[config.mk]
export PLATFORM = sky130hd
export DESIGN_NAME = dmem_arbiter
export DESIGN_NICKNAME = d
export VERILOG_FILES = /design/src/rtl/dmem_arbiter.sv
export SDC_FILE = /design/constraint.sdc
export NUM_CORES = 1
export LEC_CHECK = 0
export CAP_MARGIN = 0
export CORE_AREA = 2 2 122 124
export DETAILED_ROUTE_END_ITERATION = 8
export DIE_AREA = 0 0 124 126
export GPL_ROUTABILITY_DRIVEN = 1
export PLACE_DENSITY = 0.65
export SETUP_SLACK_MARGIN = 0.3
export SLEW_MARGIN = 40
export SYNTH_ARGS = -nofsm -noshare
export SYNTH_HDL_FRONTEND = slang
export SYNTH_SLANG_ARGS = --single-unit
[constraint.sdc]
create_clock -name clk -period 5.49 [get_ports clk]
set_input_delay 1.098 -clock clk [delete_from_list [all_inputs] [get_ports clk]]
set_output_delay 1.098 -clock clk [all_outputs]
set_load 0.1 [all_outputs]
[src/rtl/dmem_arbiter.sv]
// Two-port arbiter onto a single-port data memory with lane steering and load extension.
// Latency: grant is combinational with the request; the response appears on the owner one cycle later.
// Backpressure: a requester that is not granted holds its request until gnt; round-robin decides conflicts.
module dmem_arbiter #(
    parameter int AW = 32,
    parameter int DW = 32
) (
    input  logic          clk,
    input  logic          reset,

    input  logic          m0_req,
    input  logic          m0_we,
    input  logic [1:0]    m0_size,
    input  logic          m0_unsigned,
    input  logic [AW-1:0] m0_addr,
    input  logic [DW-1:0] m0_wdata,
    output logic          m0_gnt,
    output logic          m0_rvalid,
    output logic [DW-1:0] m0_rdata,
    output logic          m0_err,

    input  logic          m1_req,
    input  logic          m1_we,
    input  logic [1:0]    m1_size,
    input  logic          m1_unsigned,
    input  logic [AW-1:0] m1_addr,
    input  logic [DW-1:0] m1_wdata,
    output logic          m1_gnt,
    output logic          m1_rvalid,
    output logic [DW-1:0] m1_rdata,
    output logic          m1_err,

    output logic          mem_we,
    output logic [3:0]    mem_be,
    output logic [AW-1:0] mem_a,
    output logic [DW-1:0] mem_wd,
    input  logic [DW-1:0] mem_rd
);

    localparam logic [1:0] SZ_BYTE = 2'b00;
    localparam logic [1:0] SZ_HALF = 2'b01;
    localparam logic [1:0] SZ_WORD = 2'b10;

    // last_grant_q = 1 means port 1 was served most recently, so port 0 wins the next conflict
    logic          last_grant_q, last_grant_d;

    logic          rsp_vld_q,  rsp_vld_d;
    logic          rsp_own_q,  rsp_own_d;
    logic          rsp_we_q,   rsp_we_d;
    logic [1:0]    rsp_size_q, rsp_size_d;
    logic          rsp_uns_q,  rsp_uns_d;
    logic [1:0]    rsp_off_q,  rsp_off_d;
    logic          rsp_err_q,  rsp_err_d;

    logic          any_gnt;
    logic          sel_we;
    logic [1:0]    sel_size;
    logic          sel_uns;
    logic [AW-1:0] sel_addr;
    logic [DW-1:0] sel_wdata;
    logic          sel_err;
    logic [3:0]    lane_be;
    logic [DW-1:0] lane_wd;

    logic [7:0]    rd_byte;
    logic [15:0]   rd_half;
    logic [DW-1:0] load_data;
    logic [DW-1:0] rsp_data;

    // Round-robin grant: a lone requester always wins, a conflict goes to the port not served last
    always_comb begin
        m0_gnt  = m0_req & (~m1_req | last_grant_q);
        m1_gnt  = m1_req & (~m0_req | ~last_grant_q);
        any_gnt = m0_gnt | m1_gnt;
    end

    // Select the granted port's request fields
    always_comb begin
        sel_we    = m1_gnt ? m1_we       : m0_we;
        sel_size  = m1_gnt ? m1_size     : m0_size;
        sel_uns   = m1_gnt ? m1_unsigned : m0_unsigned;
        sel_addr  = m1_gnt ? m1_addr     : m0_addr;
        sel_wdata = m1_gnt ? m1_wdata    : m0_wdata;
    end

    // Alignment check, lane enables and data replication for the selected request
    always_comb begin
        sel_err = 1'b0;
        lane_be = 4'b0000;
        lane_wd = sel_wdata;
        case (sel_size)
            SZ_BYTE: begin
                lane_be = 4'b0001 << sel_addr[1:0];
                lane_wd = {4{sel_wdata[7:0]}};
            end
            SZ_HALF: begin
                sel_err = sel_addr[0];
                lane_be = 4'b0011 << sel_addr[1:0];
                lane_wd = {2{sel_wdata[15:0]}};
            end
            SZ_WORD: begin
                sel_err = (sel_addr[1:0] != 2'b00);
                lane_be = 4'b1111;
            end
            default: begin
                sel_err = 1'b1;
            end
        endcase
    end

    // Memory drive: quiet when idle; loads and erroring accesses never enable lanes or write
    always_comb begin
        mem_we = any_gnt & sel_we & ~sel_err;
        mem_be = mem_we ? lane_be : 4'b0000;
        mem_a  = any_gnt ? sel_addr : '0;
        mem_wd = any_gnt ? lane_wd : '0;
    end

    // Next-state for the arbitration pointer and the response pipeline stage
    always_comb begin
        last_grant_d = any_gnt ? m1_gnt : last_grant_q;
        rsp_vld_d    = any_gnt;
        rsp_own_d    = m1_gnt;
        rsp_we_d     = sel_we;
        rsp_size_d   = sel_size;
        rsp_uns_d    = sel_uns;
        rsp_off_d    = sel_addr[1:0];
        rsp_err_d    = sel_err;
    end

    // Capture the granted access so its response can be formed next cycle
    always_ff @(posedge clk or posedge reset) begin
        if (reset) begin
            last_grant_q <= 1'b1;
            rsp_vld_q    <= 1'b0;
            rsp_own_q    <= 1'b0;
            rsp_we_q     <= 1'b0;
            rsp_size_q   <= 2'b00;
            rsp_uns_q    <= 1'b0;
            rsp_off_q    <= 2'b00;
            rsp_err_q    <= 1'b0;
        end else begin
            last_grant_q <= last_grant_d;
            rsp_vld_q    <= rsp_vld_d;
            rsp_own_q    <= rsp_own_d;
            rsp_we_q     <= rsp_we_d;
            rsp_size_q   <= rsp_size_d;
            rsp_uns_q    <= rsp_uns_d;
            rsp_off_q    <= rsp_off_d;
            rsp_err_q    <= rsp_err_d;
        end
    end

    // Pick the addressed byte/half out of the memory word and extend it
    always_comb begin
        case (rsp_off_q)
            2'd0:    rd_byte = mem_rd[7:0];
            2'd1:    rd_byte = mem_rd[15:8];
            2'd2:    rd_byte = mem_rd[23:16];
            default: rd_byte = mem_rd[31:24];
        endcase
        rd_half = rsp_off_q[1] ? mem_rd[31:16] : mem_rd[15:0];
        case (rsp_size_q)
            SZ_BYTE: load_data = {{24{~rsp_uns_q & rd_byte[7]}}, rd_byte};
            SZ_HALF: load_data = {{16{~rsp_uns_q & rd_half[15]}}, rd_half};
            default: load_data = mem_rd;
        endcase
        rsp_data = (rsp_vld_q & ~rsp_we_q & ~rsp_err_q) ? load_data : '0;
    end

    // Route the response to its owner only; the other port sees zeros
    always_comb begin
        m0_rvalid = rsp_vld_q & ~rsp_own_q;
        m1_rvalid = rsp_vld_q &  rsp_own_q;
        m0_err    = m0_rvalid & rsp_err_q;
        m1_err    = m1_rvalid & rsp_err_q;
        m0_rdata  = m0_rvalid ? rsp_data : '0;
        m1_rdata  = m1_rvalid ? rsp_data : '0;
    end

endmodule

### After elaboration in Yosys (flattened, before gate mapping)

Index checks and enable logic that the tools add are counted.

* div/mod/pow operators: 0
* add/subtract/negate cells: 0
* muxes and demuxes: 17
* $lt $le $gt $ge: 0
* shift-type cells: 2
* bitwise logic cells: 23
* $mul: 0
* equality and inequality tests: 5
* reduce and logical (&&, ||, !) cells: 4

Operator list (count)
* $mux 32: 7
* $pmux 32 s2: 2
* $pmux 8 s3: 1
* $mux 16: 1
* $and 1x1->1: 12
* $pmux 4 s3: 1
* $not 1->1: 8
* $eq 2x1->1 const B: 3
* $logic_not 2->1: 3
* $eq 2x2->1 const B: 2
* $mux 4: 1
* $shl 1x2->4 const A: 1
* $shl 2x2->4 const A: 1
* $or 1x1->1: 3
* $pmux 1 s3: 1
* $mux 1: 2
* $mux 2: 1
* $reduce_bool 2->1: 1

* register bits after elaboration: 10
* output and inout port bits: 139
* bits in latches: 0
* input port bits: 172
* RAM bits: 0
* bits in read-only memories: 0
* logic and storage cells: 59
* memories kept: 0

### Longest topological paths before layout

* depth in word-level cells: 9
* gate-level depth with buffers: 9
* mapped depth without buffers: 5

### Least setup slack after synthesis

No wires, ideal clock.

* kind: input port to output port
* from: in m0_req
* to: out mem_wd[15]
* path buffers: 4
* arrival time: 4.463 ns
* stages on the path: 8
* data required time: 4.392 ns
* setup slack: -0.071 ns
* cells stage by stage: buf_2 a21bo_1 buf_6 inv_6 buf_6 buf_2 nand2_1 a311oi_1

* word-level cells in the longest chain between the ends: 7
* elaborated cells between the ends (all ways): 11
* classes of those cells: eq/ne: 1; mux: 4; bitwise: 5; reduce/logical: 1

RTL lines
* from (decl): line 11 `input logic m0_req,`
* $not 1->1: line 73 `m1_gnt = m1_req & (~m0_req | ~last_grant_q);`
* $or 1x1->1: line 73
* $and 1x1->1: line 73
* $mux 2: line 80 `sel_size = m1_gnt ? m1_size : m0_size;`
* $eq 2x1->1 / $logic_not 2->1 (equally long branches): line 91 `case (sel_size)`
* $pmux 32 s2: line 91
* $mux 32 *: line 116 `mem_wd = any_gnt ? lane_wd : '0;`
* to (decl): line 36 `output logic [DW-1:0] mem_wd,`

Mark *: on every way between the ends. The rest lies on a longest branch, timed or not.

### Worst setup path in the final report

* from: in m1_req
* to: out mem_wd[9]

* word-level cells in the longest chain between the ends: 5
* elaborated cells between the ends (all ways): 11
* classes of those cells: eq/ne: 1; mux: 4; bitwise: 5; reduce/logical: 1

RTL lines
* from (decl): line 22 `input logic m1_req,`
* $and 1x1->1 / $not 1->1 (equally long branches): line 73, 72
* $mux 2 / $or 1x1->1 (equally long branches): line 80, 72
* $eq 2x1->1, or another cell as far along: line 91
* $pmux 32 s2 / $or 1x1->1 (equally long branches): line 91, 74
* $mux 32 *: line 116

Marked as above.

==> flow_metrics.tcl <==
set metrics [dict create \
    antenna_found_initial 0 \
    synth_common_cells "202 x nand2_1, 58 x nor2_1, 41 x o21ai_0" \
    cts_setup_buffers 0 \
    skew_ns 0.00612 \
    fmax_mhz 216 \
    p_comb_frac 0.843 \
    cp.required_ns 4.39 \
    arrival_ns 3.54 \
    routed.top_layer "met4" \
    setup_viol 0 \
    vias 4633 \
    numPortBuffers 310 \
    drc 0 \
    path_clk_slew_ns 0.04 \
    switching_share 0.581 \
    fin_nets 978 \
    maxSlewViolCount 0 \
    grt_remaining_overflow 0 \
    fin_crit_sh 0.844 \
    seq_area_frac_synth 0.0820 \
    synth-seq-cells 10 \
    async_flop_share 1.00 \
    synth_cells 527 \
    die_h_um 126 \
    rows 44 \
    h-tree-depth 1 \
    p_leak_uw 0.00313 \
    grt_pass1_wl_mm 24.2 \
    start_util 0.214 \
    worstHoldPathType "flip-flop to flip-flop" \
    rrSetupSlack_ns 3.67 \
    clockBufferDepth 2 \
    synth_warnings 0 \
    status "finished, final reports clean" \
    setup_slack_ns 0.856 \
    drv_cap 0 \
    tns_ns 0 \
    grt.total_usage 0.198 \
    grt_pass1_vias 4310 \
    seq_power_share 0.065 \
    fillers 1460 \
    gp_congestion 0.901 \
    cts_sinks 10 \
    peakVddDrop_mv 0.151 \
    worstSetupStartpoint "m1_req" \
    route.met3.wl_mm 1.75 \
    rsz0062_at_grt "false" \
    drtAntennaViolNets 0 \
    route.met2.wl_mm 8.46 \
    avgSynthCellArea_um2 5.82 \
    rr_endpoint "rsp_size_q[1]" \
    hold_buffers 0 \
    synth_top_cells_by_area "nand2_1 25%, dfrtp_1 7.3%, nor2_1 7.1%" \
    setup.worst_path.start_class "primary input" \
    cts_buffers 3 \
    cp-end-kind "output port" \
    die-area_um2 15600 \
    die_w_um 124 \
    syn-cell-area_um2 3070 \
    wirelength_met1_mm 6.10 \
    io_pins 311 \
    p_switching_uw 897 \
    pwr-share-clk 0.092 \
    tightestPinTransition_ns 0.715 \
    syn_to_final_growth_pct 129 \
    ys_types 47 \
    cts_resized 0 \
    yosysMostFrequentCell "nand2_1" \
    worst-r2r-cell-count 3 \
    grt_max_degree 49 \
    viasPerCell 4.68 \
    synth_fp_nets 699 \
    dp_slack_ns 0.861 \
    synth_top_area_share 0.247 \
    p_int_uw 648 \
    hold_viol 0 \
    dpl.hpwl_mm 14.0 \
    critical_path_class "primary input to output port" \
    post-route-min-period_ns 4.63 \
    cts_tree "built" \
    wire_per_inst_um 16.7 \
    drt-initial-drc-count 191 \
    worstSkewPairLatency_ns 0.24 \
    n_antenna_cell 0 \
    dr.pass1.iters 4 \
    synth_edf_count 0 \
    drive_gt1_frac 0.270 \
    synth_ff_type "dfrtp_1" \
    worst-path-max-fanout 16 \
    yosys.area.top_type "nand2_1" \
    crit_end "mem_wd[9]" \
    coreArea_um2 14300 \
    root_buffer "clkbuf_16" \
    routed_wl_mm 16.6 \
    r2r_start "last_grant_q" \
    slew_headroom 0.522 \
    power_per_cell_area_nw_per_um2 219 \
]
[how the worst min path moves through the flow]
| stage | start | to | slack (ns) | depth (start not counted) |
|---|---|---|---|---|
| 6_report | last_grant_q | last_grant_q | 0.48 | 2 |
| 5_1_grt | last_grant_q | last_grant_q | 0.54 | 2 |
| 4_1_cts | last_grant_q | last_grant_q | 0.48 | 2 |
| 3_5_place_dp | last_grant_q | last_grant_q | 0.47 | 2 |
| 3_3_place_gp | last_grant_q | last_grant_q | 0.47 | 2 |
| 2_1_floorplan | last_grant_q | last_grant_q | 0.45 | 2 |
[critical path, cell delays in order]
cell	delay [ns]
clkdlybuf4s50_1	0.47
a21bo_2	0.39
buf_4	0.28
mux2i_4	0.58
nor2_1	0.10
a311oi_2	0.37
buf_12	0.22
[flip-flops by register name, summed over array words and instances (netlist names)]
name	count
rsp_off_q	2
rsp_size_q	2
last_grant_q	1
rsp_err_q	1
rsp_own_q	1
rsp_uns_q	1
rsp_vld_q	1
rsp_we_q	1
[placed cells by master, fill, tap and decap left out, types with 8 or more instances in the layout]
master and count:
a311oi_2 24, clkdlybuf4s50_1 171, mux2i_1 20, nor2_1 57, buf_4 73, and2_1 16
nand3b_1 8, nand2_1 202, o21ai_0 41, buf_12 70, nand2b_1 9, mux2_2 14
inv_1 11, a21oi_1 17
[through the flow]
stage / cells / area, µm² / total power (µW) / utilization / hold slack (ns)
finish: 989 / 7040 / 1550 / 0.492 / 0.477
floorplan: 527 / 3240 / 929 / - / 0.453
global placement: 984 / 6940 / 1400 / 0.485 / 0.468
detailed placement: 985 / 6940 / 1410 / 0.485 / 0.473
CTS: 989 / 7030 / 1550 / 0.491 / 0.479
global route: 989 / 7040 / 1610 / 0.492 / 0.536
[logic make-up (layout without fill, tap and decap cells)]
group,Yosys count,after routing,synth area share
AOI/OAI and AO/OA,109,109,0.240
muxes,40,40,0.147
DFF,10,10,0.0820
and+or+nand+nor,308,308,0.429
xor gates and xnor gates,2,2,0.00571
buffers and inverters,58,336,0.0962
[layout make-up]
| class | instances | area, µm² | share of cell area |
|---|---|---|---|
| clock buffer | 4 | 88.8 | 0.0126 |
| timing repair buffer | 320 | 3710 | 0.527 |
| inverter | 12 | 50.0 | 0.00711 |
| tap | 184 | 230 | 0.0327 |
| multi-input combinational | 459 | 2700 | 0.384 |
| sequential | 10 | 254 | 0.0361 |
[power groups by stage]
stage               logic, µW  clock network, µW  registers (µW)
floorplan                 841                  0            88.0
global placement         1300                  0             100
detailed placement       1310                  0             100
CTS                      1310                146            99.0
global route             1350                151             102
finish                   1300                143            99.8
[routing by layer]
metal / global-route usage / up-vias
met2: 0.366 / 223
met3: 0.0566 / 19
li1: - / 2338
met1: 0.224 / 2053
met5: 0 / -
met4: 0.0410 / 0
Power figures use the tool's default switching activity.
